<file path="config.mk">
export PLATFORM = sky130hd
export DESIGN_NAME = send_cam
export DESIGN_NICKNAME = d
export VERILOG_FILES = /design/src/rtl/send_cam.sv
export SDC_FILE = /design/constraint.sdc
export NUM_CORES = 1
export LEC_CHECK = 0
export ABC_CLOCK_PERIOD_IN_PS = 6000
export CORE_MARGIN = 8
export CORE_UTILIZATION = 55
export CTS_CLUSTER_SIZE = 24
export DETAILED_ROUTE_END_ITERATION = 8
export PLACE_DENSITY_LB_ADDON = 0.12
export RECOVER_POWER = 25
export REMOVE_ABC_BUFFERS = 1
export SLEW_MARGIN = 10
export SYNTH_ARGS = -nofsm -noshare
export SYNTH_HDL_FRONTEND = slang
export SYNTH_SLANG_ARGS = --single-unit
</file>
<file path="constraint.sdc">
create_clock -name cmos_pclk -period 6 [get_ports cmos_pclk]
set_input_delay 0.6 -clock cmos_pclk [delete_from_list [all_inputs] [get_ports cmos_pclk]]
set_output_delay 0.6 -clock cmos_pclk [all_outputs]
set_load 0.02 [all_outputs]
</file>
<file path="src/rtl/send_cam.sv">
// send_cam: camera-style byte-stream transmitter producing vsync/href framing from fetched 16-bit pixels
// Ports:
//   cmos_pclk  - sole clock, rising edge
//   rst        - asynchronous active-high reset
//   cfg_done   - transmit enable (asynchronous, synchronized internally)
//   pix_data   - pixel to send, [15:8] goes out first
//   pix_req    - pixel-fetch strobe; pix_data is taken on the edge ending a pix_req-high cycle
//   cmos_data  - byte bus, 8'h00 whenever cmos_href is low
//   cmos_href  - high while a valid byte is on cmos_data
//   cmos_vsync - active-high frame sync
//   frame_done - one-cycle pulse in the last cycle of each frame
module send_cam #(
   parameter int H_ACTIVE   = 640,
   parameter int V_ACTIVE   = 480,
   parameter int HBLANK_CYC = 144,
   parameter int VSYNC_CYC  = 1568,
   parameter int VBACK_CYC  = 784,
   parameter int VFRONT_CYC = 784
) (
   input  logic        cmos_pclk,
   input  logic        rst,
   input  logic        cfg_done,
   input  logic [15:0] pix_data,
   output logic        pix_req,
   output logic [7:0]  cmos_data,
   output logic        cmos_href,
   output logic        cmos_vsync,
   output logic        frame_done
);
   localparam int LINE_CYC = 2 * H_ACTIVE;
   localparam int M1 = VSYNC_CYC > VBACK_CYC ? VSYNC_CYC : VBACK_CYC;
   localparam int M2 = M1 > VFRONT_CYC ? M1 : VFRONT_CYC;
   localparam int M3 = M2 > HBLANK_CYC ? M2 : HBLANK_CYC;
   localparam int CMAX = M3 > LINE_CYC ? M3 : LINE_CYC;
   localparam int CW = CMAX > 1 ? $clog2(CMAX) : 1;
   localparam int LW = V_ACTIVE > 1 ? $clog2(V_ACTIVE) : 1;
   localparam logic [CW-1:0] VS_END = CW'(VSYNC_CYC - 1);
   localparam logic [CW-1:0] VB_END = CW'(VBACK_CYC - 1);
   localparam logic [CW-1:0] LN_END = CW'(LINE_CYC - 1);
   localparam logic [CW-1:0] HB_END = CW'(HBLANK_CYC - 1);
   localparam logic [CW-1:0] VF_END = CW'(VFRONT_CYC - 1);
   localparam logic [LW-1:0] LAST_LINE = LW'(V_ACTIVE - 1);

   typedef enum logic [2:0] {IDLE, VSYNC, VBACK, ACTIVE, HBLANK, VFRONT} state_t;

   state_t         st, ns;
   logic [CW-1:0]  cnt, nc;
   logic [LW-1:0]  line, nl;
   logic           sync1, en_s;
   logic [7:0]     hold_lo;
   logic           href_d, vsync_d, done_d;
   logic [7:0]     data_d;

   always_ff @(posedge cmos_pclk or posedge rst) begin
      if (rst) begin
         sync1      <= 1'b0;
         en_s       <= 1'b0;
         st         <= IDLE;
         cnt        <= '0;
         line       <= '0;
         hold_lo    <= 8'h00;
         cmos_data  <= 8'h00;
         cmos_href  <= 1'b0;
         cmos_vsync <= 1'b0;
         frame_done <= 1'b0;
      end else begin
         sync1      <= cfg_done;
         en_s       <= sync1;
         st         <= ns;
         cnt        <= nc;
         line       <= nl;
         cmos_data  <= data_d;
         cmos_href  <= href_d;
         cmos_vsync <= vsync_d;
         frame_done <= done_d;
         if (pix_req) hold_lo <= pix_data[7:0];
      end
   end

   // Each state counts 0..len-1; the counter restarts at every transition.
   // en_s is consulted only in IDLE and at the end of VFRONT, so a frame
   // once started always runs to completion.
   always_comb begin
      ns = st;
      nc = cnt + CW'(1);
      nl = line;
      case (st)
         IDLE: begin
            nc = '0;
            nl = '0;
            ns = en_s ? VSYNC : IDLE;
         end
         VSYNC: begin
            nl = '0;
            if (cnt == VS_END) begin
               ns = VBACK;
               nc = '0;
            end
         end
         VBACK: if (cnt == VB_END) begin
            ns = ACTIVE;
            nc = '0;
         end
         ACTIVE: if (cnt == LN_END) begin
            nc = '0;
            ns = line == LAST_LINE ? VFRONT : HBLANK;
            nl = line == LAST_LINE ? line : line + LW'(1);
         end
         HBLANK: if (cnt == HB_END) begin
            ns = ACTIVE;
            nc = '0;
         end
         VFRONT: if (cnt == VF_END) begin
            ns = en_s ? VSYNC : IDLE;
            nc = '0;
         end
         default: begin
            ns = IDLE;
            nc = '0;
         end
      endcase
   end

   // Outputs are registered from the next state, so they line up with the
   // state they describe. pix_req looks one cycle ahead: it is high when the
   // coming cycle is an even (high-byte) ACTIVE cycle.
   always_comb begin
      href_d  = ns == ACTIVE;
      pix_req = href_d && !nc[0];
      data_d  = !href_d ? 8'h00 : nc[0] ? hold_lo : pix_data[15:8];
      vsync_d = ns == VSYNC;
      done_d  = ns == VFRONT && nc == VF_END;
   end
endmodule

</file>
==> results of run 1 <==
-- routing by layer --
metal	routed length, µm	GRT usage, %	part of all wire (%)	vias to the layer above
met2	2330	25.7	47	57
met1	2260	20.5	46	816
met4	38	4.29	0.77	0
met5	0	0	0	-
met3	285	4.64	5.8	6
li1	-	-	-	844
-- cell families after synthesis --
| group | Yosys count | share of synthesized area [%] |
|---|---|---|
| simple gates | 89 | 22.7 |
| xor+xnor | 16 | 6.04 |
| fa+ha+maj | 2 | 1.08 |
| buf+inv | 22 | 4.75 |
| flops | 44 | 47.5 |
| compound gates | 42 | 12.3 |
| mux | 9 | 5.67 |
-- worst max path at each step --
stage,start,to
3_5_place_dp,cnt[0],pix_req
5_1_grt,cnt[0],pix_req
4_1_cts,cnt[0],pix_req
2_1_floorplan,cnt[0],pix_req
3_3_place_gp,cnt[0],pix_req
6_report,cnt[0],pix_req
-- power by group --
group	leakage, nW	switching [mW]	internal [mW]
registers	0.594	0.0287	0.314
clock network	0.0501	0.0912	0.119
logic	0.471	0.0528	0.0423
-- sequential cells by signal, summed over array words and instances (netlist names) --
name,cells
cmos_href,1
line,9
cnt,11
en_s,1
st,3
frame_done,1
cmos_data,8
sync1,1
cmos_vsync,1
hold_lo,8
-- placed cells by master, fill, tap and decap left out, types with 2 or more instances in the layout --
cell type        Yosys  final
dfrtp_1             44     44
and3_1               5      5
nor4b_1              2      2
nor4_1               2      2
and4_1               2      2
xnor2_1             12     12
o21ai_0              9      9
nand2_1             17     17
a22oi_1              2      2
nand3_1             10     10
nand4_1              3      3
o211ai_1             2      2
xor2_1               4      4
dlygate4sd3_1        0      2
clkdlybuf4s50_1      0     28
nor2_1              18     18
and4b_1              3      3
or3b_1               2      2
o2111ai_1            3      3
ha_1                 2      2
inv_1                7      6
a21oi_1             12     12
nor3_1               7      7
nor2b_1              4      4
mux2_4               8      8
clkbuf_8             0      5
nand2b_1             2      2
a31oi_1              2      2
-- final cells by class --
| type | count | share of cell area (%) |
|---|---|---|
| well taps | 50 | 2.31 |
| clock inverters | 1 | 1.11 |
| repair buffers | 32 | 11.5 |
| flip-flops and latches | 44 | 40.6 |
| clock buffers | 5 | 2.54 |
| multi-input cells | 158 | 41.0 |
| inverters | 7 | 0.969 |
-- critical path: cells and delay by family (launching register included) --
family | cells | cell delay [ps]
and+or+nand+nor | 4 | 1090
buffers and inverters | 2 | 870
DFF | 1 | 580
AOI/OAI and AO/OA | 1 | 330
adders and majority gates | 1 | 280
-- stage by stage --
stage / std cells / instance area (µm²)
finish: 297 / 2710
global route: 297 / 2710
CTS: 297 / 2720
detailed placement: 291 / 2620
global placement: 291 / 2620
floorplan: 209 / 2230
==> run_results.csv, run 1 <==
group,metric,value,unit
sta,finClkSkew,8.71,ps
die,die_h,80.9,µm
clock_network,cts.path.max_buffers,2,
status,failed_checks,"capacitance limit, slew limit",
detailed_routing,wirelength,4920,µm
sta,worstMarginPinSlew,2270,ps
job,max-cap-violations,1,
cells_and_area,drive_gt1_share,10.5,%
yosys,syn_avg_cell_area,10.4,µm²
detailed_routing,drc,0,
power,p_leak,1.12,nW
cells_and_area,area_delta_synth_final,17.0,%
sta,rsz0062_at_grt,"false",
detailed_routing,dr.pass1.iters,4,
setup_path,crit_required,5400,ps
cells_and_area,final_util,67.3,%
sta,slew_headroom,-51.2,%
setup_path,worstPathCellList,"ha_1 -> nand4_1 -> or3_4 -> nand3_1 -> a31oi_1 -> nor3b_2 -> buf_4 -> clkdlybuf4s50_1",
sta,setup-violations-final,0,
placed_design,dp_worst_setup_slack,2310,ps
sta,fin_crit_sh,67.1,%
global_routing,grt_pass1_wl,8340,µm
yosys,synth_seq_cells,44,
die,rows,23,
yosys,synthDistinctLibCells,53,
die,initial_core_util,57.5,%
global_routing,grt_pass1_vias,1785,
worst_hold_path,hp-start,"sync1",
clock_network,htreeDepth,2,
clock_network,path_clk_slew,70,ps
sta,min_period,4030,ps
clock_network,cts.sinks,44,
cells_and_area,n_antenna_cell,0,
die,core,4030,µm²
clock_network,insertion_delay,290,ps
global_routing,track_usage,16.0,%
detailed_routing,vias,1723,
cells_and_area,multi_input_area,1110,µm²
setup_path,slowest_delay,640,ps
die,die_w,80.9,µm
worst_hold_path,hold_path_depth,0,
clock_network,cts_tree,"built",
yosys,synth_top_area_share,47.5,%
setup_path,cp-end-kind,"output pin",
status,status,"finished, violations left",
setup_path,critPathKind,"register to output pin",
clock_network,root_buffer,"clkbuf_8",
clock_network,cts_made_buffers,5,
worst_hold_path,hold_end,"en_s",
detailed_routing,drt_iter0_markers,152,
setup_path,path_max_fanout,12,
setup_path,reg2reg_to,"hold_lo[7]",
cells_and_area,fill_cells,301,
sta,fin_ws,1970,ps
sta,drv_slew,45,
setup_path,reg2reg_from,"cnt[0]",
yosys,synthCells,224,
yosys,ys_seq_area_share,47.5,%
setup_path,setup.worst_path.start_class,"register",
yosys,synth-main-ff-cell,"dfrtp_1",
sta,tns,0,ps
placed_design,dp_hpwl,3510,µm
setup_path,cpMaxStageDelayCell,"clkdlybuf4s50_1",
setup_path,r2r_cells,8,
yosys,synth-edff-count,0,
placed_design,gp_congestion,0.851,
yosys,async_reset_ff_share,100,%
detailed_routing,wire_per_inst,16.6,µm
sta,hold_viol_final,0,
power,peakVddDrop,0.000208,V
global_routing,antenna_found_initial,0,
cells_and_area,nets,269,
yosys,ys_warn_count,0,
yosys,ys_top_cells_by_count,"dfrtp_1 (44), nor2_1 (18), nand2_1 (17), a21oi_1 (12), xnor2_1 (12)",
worst_hold_path,hold_path.class,"register to register",
power,power,648,µW
yosys,post-synth-top-area-cell,"dfrtp_1",
die,io_pins,31,
global_routing,grt_max_degree,45,
clock_network,ctsResizeCount,0,
clock_network,holdBufCountCts,0,
detailed_routing,vias_per_cell,5.80,
sta,whs,352,ps
sta,fmax,248,MHz
yosys,yosysMostFrequentCell,"dfrtp_1",
clock_network,cts_setup_buffers,0,
yosys,synth.area.top_cells,"dfrtp_1 (47%), mux2_4 (5.2%), xnor2_1 (4.5%)",
cells_and_area,seq_area,1100,µm²
die,dieArea,6550,µm²
detailed_routing,detail-route-antenna-nets,0,
setup_path,r2r_setup_slack,3060,ps
setup_path,cp.arrival,3430,ps
power,powerDensity,239,nW/µm²
placed_design,port_buffers,30,
yosys,synth_area,2320,µm²
global_routing,grt-ovfl-total,0,
(Power assumes the default switching activity.)
==> inputs of run 2 (changes only) <==
--- a/config.mk
+++ b/config.mk
@@ -5,9 +5,9 @@
 export SDC_FILE = /design/constraint.sdc
 export NUM_CORES = 1
 export LEC_CHECK = 0
-export ABC_CLOCK_PERIOD_IN_PS = 6000
+export ABC_CLOCK_PERIOD_IN_PS = 3600
 export CORE_MARGIN = 8
-export CORE_UTILIZATION = 55
+export CORE_UTILIZATION = 49
 export CTS_CLUSTER_SIZE = 24
 export DETAILED_ROUTE_END_ITERATION = 8
 export PLACE_DENSITY_LB_ADDON = 0.12
==> constraint.sdc (replaced) <==
create_clock -name cmos_pclk -period 3.6 [get_ports cmos_pclk]
set_input_delay 0.36 -clock cmos_pclk [delete_from_list [all_inputs] [get_ports cmos_pclk]]
set_output_delay 0.36 -clock cmos_pclk [all_outputs]
set_load 0.02 [all_outputs]
==> run 2 against run 1 <==
Compared with the run above:
- sequential share of layout area shrank 0.18 points
- register-to-register slack lost 2100 ps
- via count grew 1.6%
- critical path type unchanged
- total power grew 65%
- final cell count grew 2.4%
- highest routed layer unchanged
- combinational power grew 77%
- the flow still finishes with violations (capacitance limit, slew limit)
- critical endpoint unchanged
==> run_results.csv, run 2 (synthesized netlist as in run 1, its figures left out) <==
group,metric,value,unit
cells_and_area,n_antenna_cell,0,
global_routing,grt_max_degree,45,
sta,setup-violations-final,0,
clock_network,ctsResizeCount,0,
setup_path,reg2reg_from,"cnt[0]",
cells_and_area,layout_common_cells,"dfrtp_1 (43), clkdlybuf4s50_1 (28), nor2_1 (18), nand2_1 (17)",
sta,rsz0062_at_grt,"false",
sta,finClkSkew,5.67,ps
cells_and_area,largest_registers,"cnt x11, line x9",
sta,min_period,3220,ps
die,initial_core_util,50.1,%
clock_network,cts.path.max_buffers,2,
detailed_routing,vias_per_cell,5.76,
die,die_w,84.8,µm
sta,fmax,310,MHz
worst_hold_path,hold_path.class,"register to register",
sta,slew_headroom,-9.36,%
cells_and_area,area_delta_synth_final,17.6,%
setup_path,setup.worst_path.start_class,"register",
placed_design,port_buffers,30,
global_routing,track_usage,15.3,%
sta,tns,0,ps
clock_network,cts.sinks,44,
setup_path,crit_end,"pix_req",
setup_path,cpMaxStageDelayCell,"clkdlybuf4s50_1",
placed_design,gp_congestion,0.932,
cells_and_area,final_common_cell,"dfrtp_1",
setup_path,cp-end-kind,"output pin",
detailed_routing,detail-route-antenna-nets,0,
detailed_routing,vias,1751,
clock_network,htreeDepth,2,
setup_path,crit_required,3240,ps
sta,fin_crit_sh,89.6,%
cells_and_area,final_util,58.9,%
setup_path,path_max_fanout,12,
power,powerDensity,391,nW/µm²
die,die_h,84.8,µm
detailed_routing,dr.pass1.iters,4,
power,power,1.07,mW
setup_path,critical_path_depth,7,
worst_hold_path,hp-start,"sync1",
cells_and_area,drive_gt1_share,12.4,%
sta,drv_slew,45,
status,failed_checks,"capacitance limit, slew limit",
setup_path,cp_num_buf_inv,1,
job,max-cap-violations,1,
setup_path,slowest_delay,640,ps
sta,worstMarginPinSlew,1640,ps
clock_network,path_clk_slew,80,ps
detailed_routing,drc,0,
setup_path,worstPathCellList,"ha_1 -> nand4_1 -> nor4_2 -> a31oi_1 -> o211ai_1 -> nor3b_2 -> clkdlybuf4s50_1",
die,core,4630,µm²
detailed_routing,wirelength,5110,µm
power,peakVddDrop,0.000312,V
die,rows,25,
cells_and_area,fill_cells,401,
status,status,"finished, violations left",
global_routing,antenna_found_initial,0,
detailed_routing,wire_per_inst,16.8,µm
placed_design,dp_hpwl,3680,µm
detailed_routing,drt_iter0_markers,189,
global_routing,grt_pass1_wl,8840,µm
die,dieArea,7190,µm²
clock_network,insertion_delay,290,ps
cells_and_area,nets,270,
setup_path,r2r_cells,7,
setup_path,cp.arrival,2860,ps
sta,hold_viol_final,0,
cells_and_area,largest_register_ff_count,11,
clock_network,cts_tree,"built",
setup_path,crit_family,"simple AND/OR/NAND/NOR gates",
setup_path,reg2reg_to,"line[7]",
clock_network,holdBufCountCts,0,
setup_path,crit_start,"cnt[0]",
cells_and_area,top_register,"cnt",
clock_network,root_buffer,"clkbuf_8",
die,io_pins,31,
clock_network,cts_setup_buffers,0,
setup_path,critPathKind,"register to output pin",
setup_path,r2r_setup_slack,940,ps
sta,whs,355,ps
clock_network,cts_made_buffers,5,
power,p_leak,1.13,nW
global_routing,grt_pass1_vias,1815,
global_routing,grt-ovfl-total,0,
run 2: changes by cell type in the layout (fill, tap and decap cells not counted):
| cell | before | now |
|---|---|---|
| dfrtp_2 | 0 | 1 |
| bufinv_16 | 1 | 0 |
| dfrtp_1 | 44 | 43 |
| inv_1 | 6 | 7 |
| buf_4 | 1 | 3 |
| clkbuf_1 | 1 | 0 |
| clkinv_2 | 0 | 1 |
| clkbuf_8 | 5 | 6 |
| clkinv_1 | 1 | 0 |
| inv_6 | 0 | 1 |
run 2: layout make-up:
type | instances | area, µm² | area share [%]
Sequential cell | 44 | 1100 | 40.4
Clock buffer | 6 | 82.6 | 3.03
Tap cell | 54 | 67.6 | 2.48
Multi-Input combinational cell | 158 | 1110 | 40.8
Clock inverter | 2 | 13.8 | 0.505
Timing Repair Buffer | 33 | 323 | 11.8
Inverter | 7 | 26.3 | 0.963
run 2: how the worst min path moves through the flow:
stage	to	slack [ps]	cells after the start
detailed placement	en_s	340	0
finish	en_s	350	0
global route	en_s	370	0
global placement	en_s	330	0
floorplan	en_s	330	0
CTS	en_s	360	0
run 2: per-layer routing:
| layer | part of all wire (%) | track usage [%] | vias up |
|---|---|---|---|
| li1 | - | - | 849 |
| met1 | 46 | 18.4 | 839 |
| met2 | 46 | 24.6 | 55 |
| met3 | 5.3 | 4.59 | 8 |
| met4 | 2.1 | 6.31 | 0 |
| met5 | 0 | 0 | - |
run 2: where the power goes:
part	total, mW	internal, mW	switching, mW
Combinational	0.168	0.0756	0.0919
Sequential	0.572	0.524	0.0483
Clock	0.327	0.157	0.170
run 2: metrics by stage:
step | area [µm²] | worst slack, ps | cells
2_1_floorplan | 2230 | -5.61 | 209
3_3_place_gp | 2630 | 645 | 296
3_5_place_dp | 2630 | 606 | 296
4_1_cts | 2730 | 250 | 304
5_1_grt | 2730 | 119 | 304
6_report | 2730 | 375 | 304
==> inputs of run 3 (changes only) <==
--- a/config.mk
+++ b/config.mk
@@ -6,6 +6,7 @@
 export NUM_CORES = 1
 export LEC_CHECK = 0
 export ABC_CLOCK_PERIOD_IN_PS = 3600
+export CAP_MARGIN = 20
 export CORE_MARGIN = 8
 export CORE_UTILIZATION = 49
 export CTS_CLUSTER_SIZE = 24
@@ -13,6 +14,7 @@
 export PLACE_DENSITY_LB_ADDON = 0.12
 export RECOVER_POWER = 25
 export REMOVE_ABC_BUFFERS = 1
+export SETUP_SLACK_MARGIN = 0.05
 export SLEW_MARGIN = 10
 export SYNTH_ARGS = -nofsm -noshare
 export SYNTH_HDL_FRONTEND = slang
==> results of run 3 <==
Final layout, timing and power as in run 2 (identical DEF).
